File: src/rtl/wavetable_rd_arbiter_if.sv
// Bus bundle for the wavetable read-port arbiter: oscillator request path,
// host readback path and the shared RAM read port.
interface wavetable_rd_arbiter_if #(
    parameter int ADDRWIDTH = 8,
    parameter int DATAWIDTH = 16,
    parameter int BANKWIDTH = 2
);
    logic                 osc_req;
    logic [ADDRWIDTH-1:0] osc_addr;
    logic [BANKWIDTH-1:0] osc_bank;
    logic                 osc_valid;
    logic [DATAWIDTH-1:0] osc_data;
    logic                 osc_drop;
    logic                 ext_enable;
    logic                 ext_read;
    logic [BANKWIDTH-1:0] ext_bank;
    logic                 ext_valid;
    logic [DATAWIDTH-1:0] ext_data;
    logic [ADDRWIDTH-1:0] ext_addr;
    logic [ADDRWIDTH-1:0] RADDR;
    logic [BANKWIDTH-1:0] rbank;
    logic                 RCLK;
    logic [DATAWIDTH-1:0] RDATA;
    logic                 busy;

    modport slave (
        input  osc_req, osc_addr, osc_bank, ext_enable, ext_read, ext_bank, RDATA,
        output osc_valid, osc_data, osc_drop, ext_valid, ext_data, ext_addr,
               RADDR, rbank, RCLK, busy
    );

    modport master (
        output osc_req, osc_addr, osc_bank, ext_enable, ext_read, ext_bank, RDATA,
        input  osc_valid, osc_data, osc_drop, ext_valid, ext_data, ext_addr,
               RADDR, rbank, RCLK, busy
    );
endinterface

File: src/rtl/wavetable_rd_arbiter.sv
// Shares the single wavetable RAM read port between the oscillator (priority)
// and the host readback path, with a starvation limit guaranteeing host progress.
module wavetable_rd_arbiter #(
    parameter int ADDRWIDTH      = 8,
    parameter int DATAWIDTH      = 16,
    parameter int BANKWIDTH      = 2,
    parameter int EXT_STARVE_MAX = 4
) (
    input  logic                  clk,
    input  logic                  rst,
    wavetable_rd_arbiter_if.slave bus
);
    localparam int SW = $clog2(EXT_STARVE_MAX + 1);
    localparam logic [SW-1:0] STARVE_MAX = SW'(EXT_STARVE_MAX);

    typedef enum logic [1:0] {
        S_IDLE  = 2'd0,
        S_ISSUE = 2'd1,
        S_WAIT  = 2'd2
    } state_t;

    state_t               r_state;
    logic                 r_osc_pend;
    logic [ADDRWIDTH-1:0] r_osc_addr;
    logic [BANKWIDTH-1:0] r_osc_bank;
    logic                 r_osc_drop;
    logic                 r_osc_valid;
    logic [DATAWIDTH-1:0] r_osc_data;
    logic                 r_ext_pend;
    logic                 r_ext_prev;
    logic                 r_ext_kill;
    logic [ADDRWIDTH-1:0] r_ext_addr;
    logic                 r_ext_valid;
    logic [DATAWIDTH-1:0] r_ext_data;
    logic [SW-1:0]        r_starve;
    logic                 r_owner_ext;
    logic [ADDRWIDTH-1:0] r_raddr;
    logic [BANKWIDTH-1:0] r_rbank;
    logic                 r_rclk;
    logic                 r_busy;

    logic w_idle;
    logic w_sel_ext;
    logic w_sel_osc;
    logic w_gnt_osc;
    logic w_gnt_ext;
    logic w_ext_edge;

    // Host wins a contested slot only once the oscillator has used up its allowance.
    assign w_idle     = (r_state == S_IDLE);
    assign w_sel_ext  = r_ext_pend && (!r_osc_pend || (r_starve == STARVE_MAX));
    assign w_sel_osc  = r_osc_pend && !w_sel_ext;
    assign w_gnt_osc  = w_idle && w_sel_osc;
    assign w_gnt_ext  = w_idle && w_sel_ext;
    assign w_ext_edge = bus.ext_read && !r_ext_prev;

    always_ff @(posedge clk) begin
        if (rst) begin
            r_state     <= S_IDLE;
            r_osc_pend  <= 1'b0;
            r_osc_addr  <= '0;
            r_osc_bank  <= '0;
            r_osc_drop  <= 1'b0;
            r_osc_valid <= 1'b0;
            r_osc_data  <= '0;
            r_ext_pend  <= 1'b0;
            r_ext_prev  <= 1'b0;
            r_ext_kill  <= 1'b0;
            r_ext_addr  <= '0;
            r_ext_valid <= 1'b0;
            r_ext_data  <= '0;
            r_starve    <= '0;
            r_owner_ext <= 1'b0;
            r_raddr     <= '0;
            r_rbank     <= '0;
            r_rclk      <= 1'b0;
            r_busy      <= 1'b0;
        end else begin
            r_osc_valid <= 1'b0;
            r_ext_valid <= 1'b0;
            r_osc_drop  <= 1'b0;
            r_ext_prev  <= bus.ext_read;

            // A fresh request landing on the grant cycle re-arms the pend flag.
            if (w_gnt_osc)
                r_osc_pend <= 1'b0;
            if (bus.osc_req) begin
                r_osc_pend <= 1'b1;
                r_osc_addr <= bus.osc_addr;
                r_osc_bank <= bus.osc_bank;
                if (r_osc_pend && !w_gnt_osc)
                    r_osc_drop <= 1'b1;
            end

            if (!bus.ext_enable)
                r_ext_pend <= 1'b0;
            else if (w_ext_edge)
                r_ext_pend <= 1'b1;
            else if (w_gnt_ext)
                r_ext_pend <= 1'b0;

            // Kill marks an ext access whose result must be discarded.
            if (!bus.ext_enable)
                r_ext_kill <= 1'b1;
            else if (w_gnt_ext)
                r_ext_kill <= 1'b0;

            if (w_gnt_ext || !r_ext_pend)
                r_starve <= '0;
            else if (w_gnt_osc && (r_starve != STARVE_MAX))
                r_starve <= r_starve + 1'b1;

            case (r_state)
                S_IDLE: begin
                    if (w_sel_ext || w_sel_osc) begin
                        r_owner_ext <= w_sel_ext;
                        r_raddr     <= w_sel_ext ? r_ext_addr : r_osc_addr;
                        r_rbank     <= w_sel_ext ? bus.ext_bank : r_osc_bank;
                        r_rclk      <= 1'b1;
                        r_busy      <= 1'b1;
                        r_state     <= S_ISSUE;
                    end
                end
                S_ISSUE: begin
                    r_rclk  <= 1'b0;
                    r_state <= S_WAIT;
                end
                S_WAIT: begin
                    r_busy  <= 1'b0;
                    r_state <= S_IDLE;
                    if (!r_owner_ext) begin
                        r_osc_data  <= bus.RDATA;
                        r_osc_valid <= 1'b1;
                    end else if (bus.ext_enable && !r_ext_kill) begin
                        r_ext_data  <= bus.RDATA;
                        r_ext_valid <= 1'b1;
                        r_ext_addr  <= r_ext_addr + 1'b1;
                    end
                end
                default: begin
                    r_rclk  <= 1'b0;
                    r_busy  <= 1'b0;
                    r_state <= S_IDLE;
                end
            endcase

            if (!bus.ext_enable)
                r_ext_addr <= '0;
        end
    end

    assign bus.osc_valid = r_osc_valid;
    assign bus.osc_data  = r_osc_data;
    assign bus.osc_drop  = r_osc_drop;
    assign bus.ext_valid = r_ext_valid;
    assign bus.ext_data  = r_ext_data;
    assign bus.ext_addr  = r_ext_addr;
    assign bus.RADDR     = r_raddr;
    assign bus.rbank     = r_rbank;
    assign bus.RCLK      = r_rclk;
    assign bus.busy      = r_busy;
endmodule

File: src/flat_wrapper.sv
// flat-port wrapper written by rule: the top's interface ports become plain ports
module wavetable_rd_arbiter_flat 
#(
    parameter int ADDRWIDTH      = 8,
    parameter int DATAWIDTH      = 16,
    parameter int BANKWIDTH      = 2,
    parameter int EXT_STARVE_MAX = 4
)
  (clk, rst, bus_osc_req, bus_osc_addr, bus_osc_bank, bus_ext_enable, bus_ext_read, bus_ext_bank, bus_RDATA, bus_osc_valid, bus_osc_data, bus_osc_drop, bus_ext_valid, bus_ext_data, bus_ext_addr, bus_RADDR, bus_rbank, bus_RCLK, bus_busy);
  wavetable_rd_arbiter_if #(.ADDRWIDTH(ADDRWIDTH), .DATAWIDTH(DATAWIDTH), .BANKWIDTH(BANKWIDTH)) bus_i ();
  input  logic clk;
  input  logic rst;
  input wire logic [$bits(bus_i.osc_req)-1:0] bus_osc_req;
  input wire logic [$bits(bus_i.osc_addr)-1:0] bus_osc_addr;
  input wire logic [$bits(bus_i.osc_bank)-1:0] bus_osc_bank;
  input wire logic [$bits(bus_i.ext_enable)-1:0] bus_ext_enable;
  input wire logic [$bits(bus_i.ext_read)-1:0] bus_ext_read;
  input wire logic [$bits(bus_i.ext_bank)-1:0] bus_ext_bank;
  input wire logic [$bits(bus_i.RDATA)-1:0] bus_RDATA;
  output wire logic [$bits(bus_i.osc_valid)-1:0] bus_osc_valid;
  output wire logic [$bits(bus_i.osc_data)-1:0] bus_osc_data;
  output wire logic [$bits(bus_i.osc_drop)-1:0] bus_osc_drop;
  output wire logic [$bits(bus_i.ext_valid)-1:0] bus_ext_valid;
  output wire logic [$bits(bus_i.ext_data)-1:0] bus_ext_data;
  output wire logic [$bits(bus_i.ext_addr)-1:0] bus_ext_addr;
  output wire logic [$bits(bus_i.RADDR)-1:0] bus_RADDR;
  output wire logic [$bits(bus_i.rbank)-1:0] bus_rbank;
  output wire logic [$bits(bus_i.RCLK)-1:0] bus_RCLK;
  output wire logic [$bits(bus_i.busy)-1:0] bus_busy;
  assign bus_i.osc_req = bus_osc_req;
  assign bus_i.osc_addr = bus_osc_addr;
  assign bus_i.osc_bank = bus_osc_bank;
  assign bus_i.ext_enable = bus_ext_enable;
  assign bus_i.ext_read = bus_ext_read;
  assign bus_i.ext_bank = bus_ext_bank;
  assign bus_i.RDATA = bus_RDATA;
  assign bus_osc_valid = bus_i.osc_valid;
  assign bus_osc_data = bus_i.osc_data;
  assign bus_osc_drop = bus_i.osc_drop;
  assign bus_ext_valid = bus_i.ext_valid;
  assign bus_ext_data = bus_i.ext_data;
  assign bus_ext_addr = bus_i.ext_addr;
  assign bus_RADDR = bus_i.RADDR;
  assign bus_rbank = bus_i.rbank;
  assign bus_RCLK = bus_i.RCLK;
  assign bus_busy = bus_i.busy;
  wavetable_rd_arbiter #(.ADDRWIDTH(ADDRWIDTH), .DATAWIDTH(DATAWIDTH), .BANKWIDTH(BANKWIDTH), .EXT_STARVE_MAX(EXT_STARVE_MAX)) u_core (.clk(clk), .rst(rst), .bus(bus_i));
endmodule
File: config.mk
export PLATFORM = sky130hd
export DESIGN_NAME = wavetable_rd_arbiter_flat
export DESIGN_NICKNAME = d
export VERILOG_FILES = /design/src/rtl/wavetable_rd_arbiter_if.sv /design/src/rtl/wavetable_rd_arbiter.sv /design/src/flat_wrapper.sv
export SDC_FILE = /design/constraint.sdc
export NUM_CORES = 1
export LEC_CHECK = 0
export ABC_CLOCK_PERIOD_IN_PS = 1860
export CAP_MARGIN = 40
export CORE_ASPECT_RATIO = 0.5
export CORE_MARGIN = 3
export CORE_UTILIZATION = 30
export CTS_BUF_LIST = sky130_fd_sc_hd__clkbuf_16
export CTS_CLUSTER_DIAMETER = 150
export DETAILED_ROUTE_END_ITERATION = 8
export SYNTH_ARGS = -nofsm -noshare
export SYNTH_HDL_FRONTEND = slang
export SYNTH_SLANG_ARGS = --single-unit
File: constraint.sdc
create_clock -name clk -period 1.86 [get_ports clk]
set_input_delay 0.372 -clock clk [delete_from_list [all_inputs] [get_ports clk]]
set_output_delay 0.372 -clock clk [all_outputs]
set_load 0.05 [all_outputs]
Word level (Yosys, flattened, before mapping)

Cells that the tools add are included.
W data, S select, Z words.

Add/sub/neg operators: 2
Eq/ne operators: 6
Multiplexer cells: 15
Bitwise logic cells: 5
Reduce and logical (&&, ||, !) cells: 30

Operators by type and width:

| operator              | count |
|---|---|
| $mux W1               | 9 |
| $add A8 B1 Y8 const B | 1 |
| $logic_and A1 B1 Y1   | 8 |
| $mux W8               | 1 |
| $reduce_and A2 Y1     | 4 |
| $reduce_or A2 Y1      | 4 |
| $logic_not A1 Y1      | 6 |
| $not A1 Y1            | 5 |
| $mux W2               | 2 |
| $pmux W1 S2           | 2 |
| $pmux W2 S2           | 1 |
| $reduce_bool A2 Y1    | 2 |
| $add A3 B1 Y3 const B | 1 |
| $eq A3 B3 Y1 const B  | 1 |
| $logic_or A1 B1 Y1    | 3 |
| $ne A3 B3 Y1 const B  | 1 |
| $reduce_and A3 Y1     | 1 |
| $reduce_or A3 Y1      | 1 |
| $eq A2 B1 Y1 const B  | 1 |
| $eq A2 B2 Y1 const B  | 1 |
| $logic_not A2 Y1      | 1 |
| $ne A2 B1 Y1 const B  | 1 |
| $ne A2 B2 Y1 const B  | 1 |

Flip-flop bits (word level): 75
Input port bits: 33

Logic depth before layout (Yosys ltp)

Word-level depth: 9
Depth in mapped cells: 6
Depth with buffers taken out: 5

Worst setup path before layout

OpenSTA, ideal clock, no wires.

Path type: register -> register
From: register u_core.r_ext_addr[2], in the netlist u_core.bus.ext_addr[2]
To: register u_core.r_ext_addr[5], in the netlist u_core.bus.ext_addr[5]
Setup time: 0.071 ns
Arrival time: 1.638 ns
Setup slack: 0.151 ns
Cell stages (with the launch flop): 4
Buffers on the path: 0
Path through: dfxtp_1 nand4b_1 or4_1 a21oi_1

Cells in the longest elaborated chain, start to end: 1

Ends and longest elaborated chain:

| element                | RTL line                    | text |
|---|---|---|
| from (decl)            | wavetable_rd_arbiter.sv:32  | `logic [ADDRWIDTH-1:0] r_ext_addr;` |
| from (signal assigned) | wavetable_rd_arbiter.sv:137 | `r_ext_addr <= r_ext_addr + 1'b1;` |
| $add A8 B1 Y8          | wavetable_rd_arbiter.sv:137 |  |

Every way passes these cells.
A chain may end at the register's enable or synchronous reset.

Final worst setup path

From: register u_core.r_osc_data[2], in the netlist u_core.bus.osc_data[2]
To: output bus_osc_data[2]

RTL lines:

| element                | RTL line                    | text |
|---|---|---|
| from (decl)            | wavetable_rd_arbiter.sv:28  | `logic [DATAWIDTH-1:0] r_osc_data;` |
| from (signal assigned) | wavetable_rd_arbiter.sv:132 | `r_osc_data <= bus.RDATA;` |
| to (decl)              | flat_wrapper.sv:21          | `output wire logic [$bits(bus_i.osc_data)-1:0] bus_osc_data;` |

No word-level cell between the ends.

==> flow_summary.yaml <==
outcome:
  status: "finished clean"
cts:
  cts.sinks: 75
  cts-buffers-inserted: 9
  cts_hold_buffers: 0
  clock_latency_ns: 0.33
  post_cts_buffers: 0
  cts_tree: "built"
  clockBufferDepth: 2
  htree_levels: 3
  cts-root-buf: "clkbuf_16"
  clkTransAtPathRegs_ns: 0.05
  cts_resized: 0
synthesis:
  synth-seq-cells: 75
  yosys_warnings: 0
  synth_area_sq_mm: 0.00300
  synth_edf_count: 0
  synthFlopType: "dfxtp_1"
  synth_cell_types: 40
  ys_seq_area_share_pct: 50.1
  syn_inst: 329
  avgSynthCellArea_sq_um: 9.11
  syn_nets: 365
  synthArstFlopShare_pct: 0
routing:
  viasPerCell: 4.92
  drtIter0Drc: 192
  drc: 0
  vias: 2726
  drt-total-wl_mm: 8.19
  ant_nets: 0
  drt_pass1_iterations: 4
  wl_per_cell_um: 14.8
placed_design:
  port_buffers: 87
  dp_hpwl_mm: 5.69
  gp_congestion: 0.768
die:
  fp-row-count: 25
  start_util_pct: 31.3
  io_pins: 88
  die_w_um: 147
  core_sq_mm: 0.00957
  die_y_um: 76.7
  fp.dieArea_sq_mm: 0.0113
sta:
  maxSlewViolCount: 0
  setup_violations: 0
  clock-skew-final_ns: 0.00420
  period_minus_slack_ns: 1.82
  hold-worst-slack_ns: 0.475
  fin_crit_sh_pct: 97.9
  finalSetupTns_ns: 0
  hold_viol: 0
  relSlewSlack_pct: 64.2
  tightestPinTransition_ns: 0.537
  timing.fmax_ghz: 0.549
  rsz0062_at_grt: "no"
worst_setup_path:
  slowest_delay_ns: 0.80
  cp_num_cells: 1
  crit_arrival_ns: 1.45
  cp_cell_sequence: "clkdlybuf4s50_1"
  crit_fanout: 2
  required_ns: 1.49
  cpLargestDelayFamily: "buffers and inverters"
  slowest_stage: "clkdlybuf4s50_1"
  criticalPathCategory: "reg -> out"
  end_kind: "output pin"
  reg2regPathDepth: 5
  critical_path_buf_inv_count: 1
  crit_path_start_kind: "flop"
global_routing:
  grt_overflow: 0
  grt_pass1_wl_mm: 13.4
  antenna_found_initial: 0
  grt_max_degree: 28
  grtUsageTotal_pct: 14.7
  grt_pass1_vias: 2621
worst_hold_path:
  min_path_cells: 2
  hold_class: "reg -> reg"
final_layout:
  fin_nets: 452
  syn_to_final_growth_pct: 40.3
  drive_above_1_share_pct: 17.7
  diodes: 0
power_and_ir_drop:
  p_leak_nw: 1.75
  powerDensity_mw_per_mm2: 869
  power_mw: 3.65
  ir_worst_vdd_mv: 0.420
job:
  cap_violations: 0
path summary, 6_finish.rpt:
check / startpoint / to / slack, ns
worst min register to register: u_core.bus.ext_data[2] / u_core.bus.ext_data[2] / 0.48
worst max-delay path: u_core.bus.osc_data[2] / bus_osc_data[2] / 0.04
worst min-delay path: u_core.bus.ext_data[2] / u_core.bus.ext_data[2] / 0.48
worst max register to register: u_core.r_starve[0] / u_core.bus.rbank[0] / 0.13
flip-flops by register name, summed over array words and instances, names as in the netlist, 2 cells and up:
name,flops
u_core.r_state,2
u_core.r_starve,3
u_core.bus.ext_addr,8
u_core.bus.osc_data,16
u_core.r_osc_bank,2
u_core.bus.RADDR,8
u_core.bus.ext_data,16
u_core.bus.rbank,2
u_core.r_osc_addr,8
Yosys cell counts, drive strengths merged (3+ instances only):
library cell	number	area share, %
dfxtp	75	50
a21oi	41	6.8
nand3	29	4.8
nor2	29	3.6
o21ai	28	4.7
mux2i	26	8.7
clkbuf	15	1.9
buf	12	2.0
inv	8	1.0
a311oi	7	2.0
nor4	7	1.5
nor3	6	1.0
nand2	5	0.63
o31ai	5	1.3
or4	4	1.0
a2111oi	3	0.88
ha	3	1.3
nand2b	3	0.63
layout make-up:
class,count,area [sq um]
flip-flops and latches,75,1500
fillers,958,5370
well taps,135,169
multi-input cells,219,1350
clock inverters,5,18.8
repair buffers,103,908
inverters,8,30.0
clock buffers,9,225
tightest hold or removal path, delay by kind of cell (launching register included):
family	cells	cell delay (ns)
AO/OA/AOI/OAI	2	0.12
flip-flops	1	0.30
logic make-up (layout without fill, tap and decap cells):
kind of cell / Yosys count / count (layout) / synth area share [%]
AO/OA/AOI/OAI: 94 / 94 / 18.5
adder cells (fa/ha/maj): 3 / 3 / 1.25
buffers and inverters: 35 / 125 / 4.97
flip-flops: 75 / 75 / 50.1
multiplexers: 26 / 26 / 8.68
AND/OR/NAND/NOR: 96 / 96 / 16.5
metal layers:
metal	global-route usage (%)	vias to the layer above	wire, um
met1	19.0	1282	3660
li1	-	1366	-
met5	0	-	0
met3	4.31	13	427
met4	5.48	0	146
met2	23.6	65	3960
through the flow:
step	util [%]	worst slack, ns	cells	instance area (sq um)
final	43.9	0.0388	554	4210
after global routing	43.9	0.00293	554	4210
after CTS	43.7	0.00192	554	4180
after detailed placement	41.1	0.0203	540	3940
after global placement	41.1	0.0403	540	3940
after floorplan	-	0.151	329	3000
where the power goes:
group          internal, mW  switching (mW)  leakage (nW)
Clock                 0.862           0.599         0.138
Combinational         0.193           0.295          1.01
Sequential             1.67          0.0393         0.610
cells in the final DEF (no fill, tap or decap), types with 2 or more instances in the layout:
cell type	n
a2111oi_0	3
a211oi_1	2
a21oi_1	41
a311oi_1	7
buf_4	57
clkbuf_16	9
clkdlybuf4s50_1	35
dfxtp_1	75
dlymetal6s2s_1	10
ha_1	3
inv_1	13
mux2i_1	26
nand2_1	5
nand2b_1	3
nand3_1	29
nand4b_1	2
nor2_1	29
nor2b_1	2
nor3_1	6
nor4_1	7
o21ai_0	28
o31ai_1	5
or2_2	2
or4_1	4
Note: power is estimated with default switching activity, not from simulation.
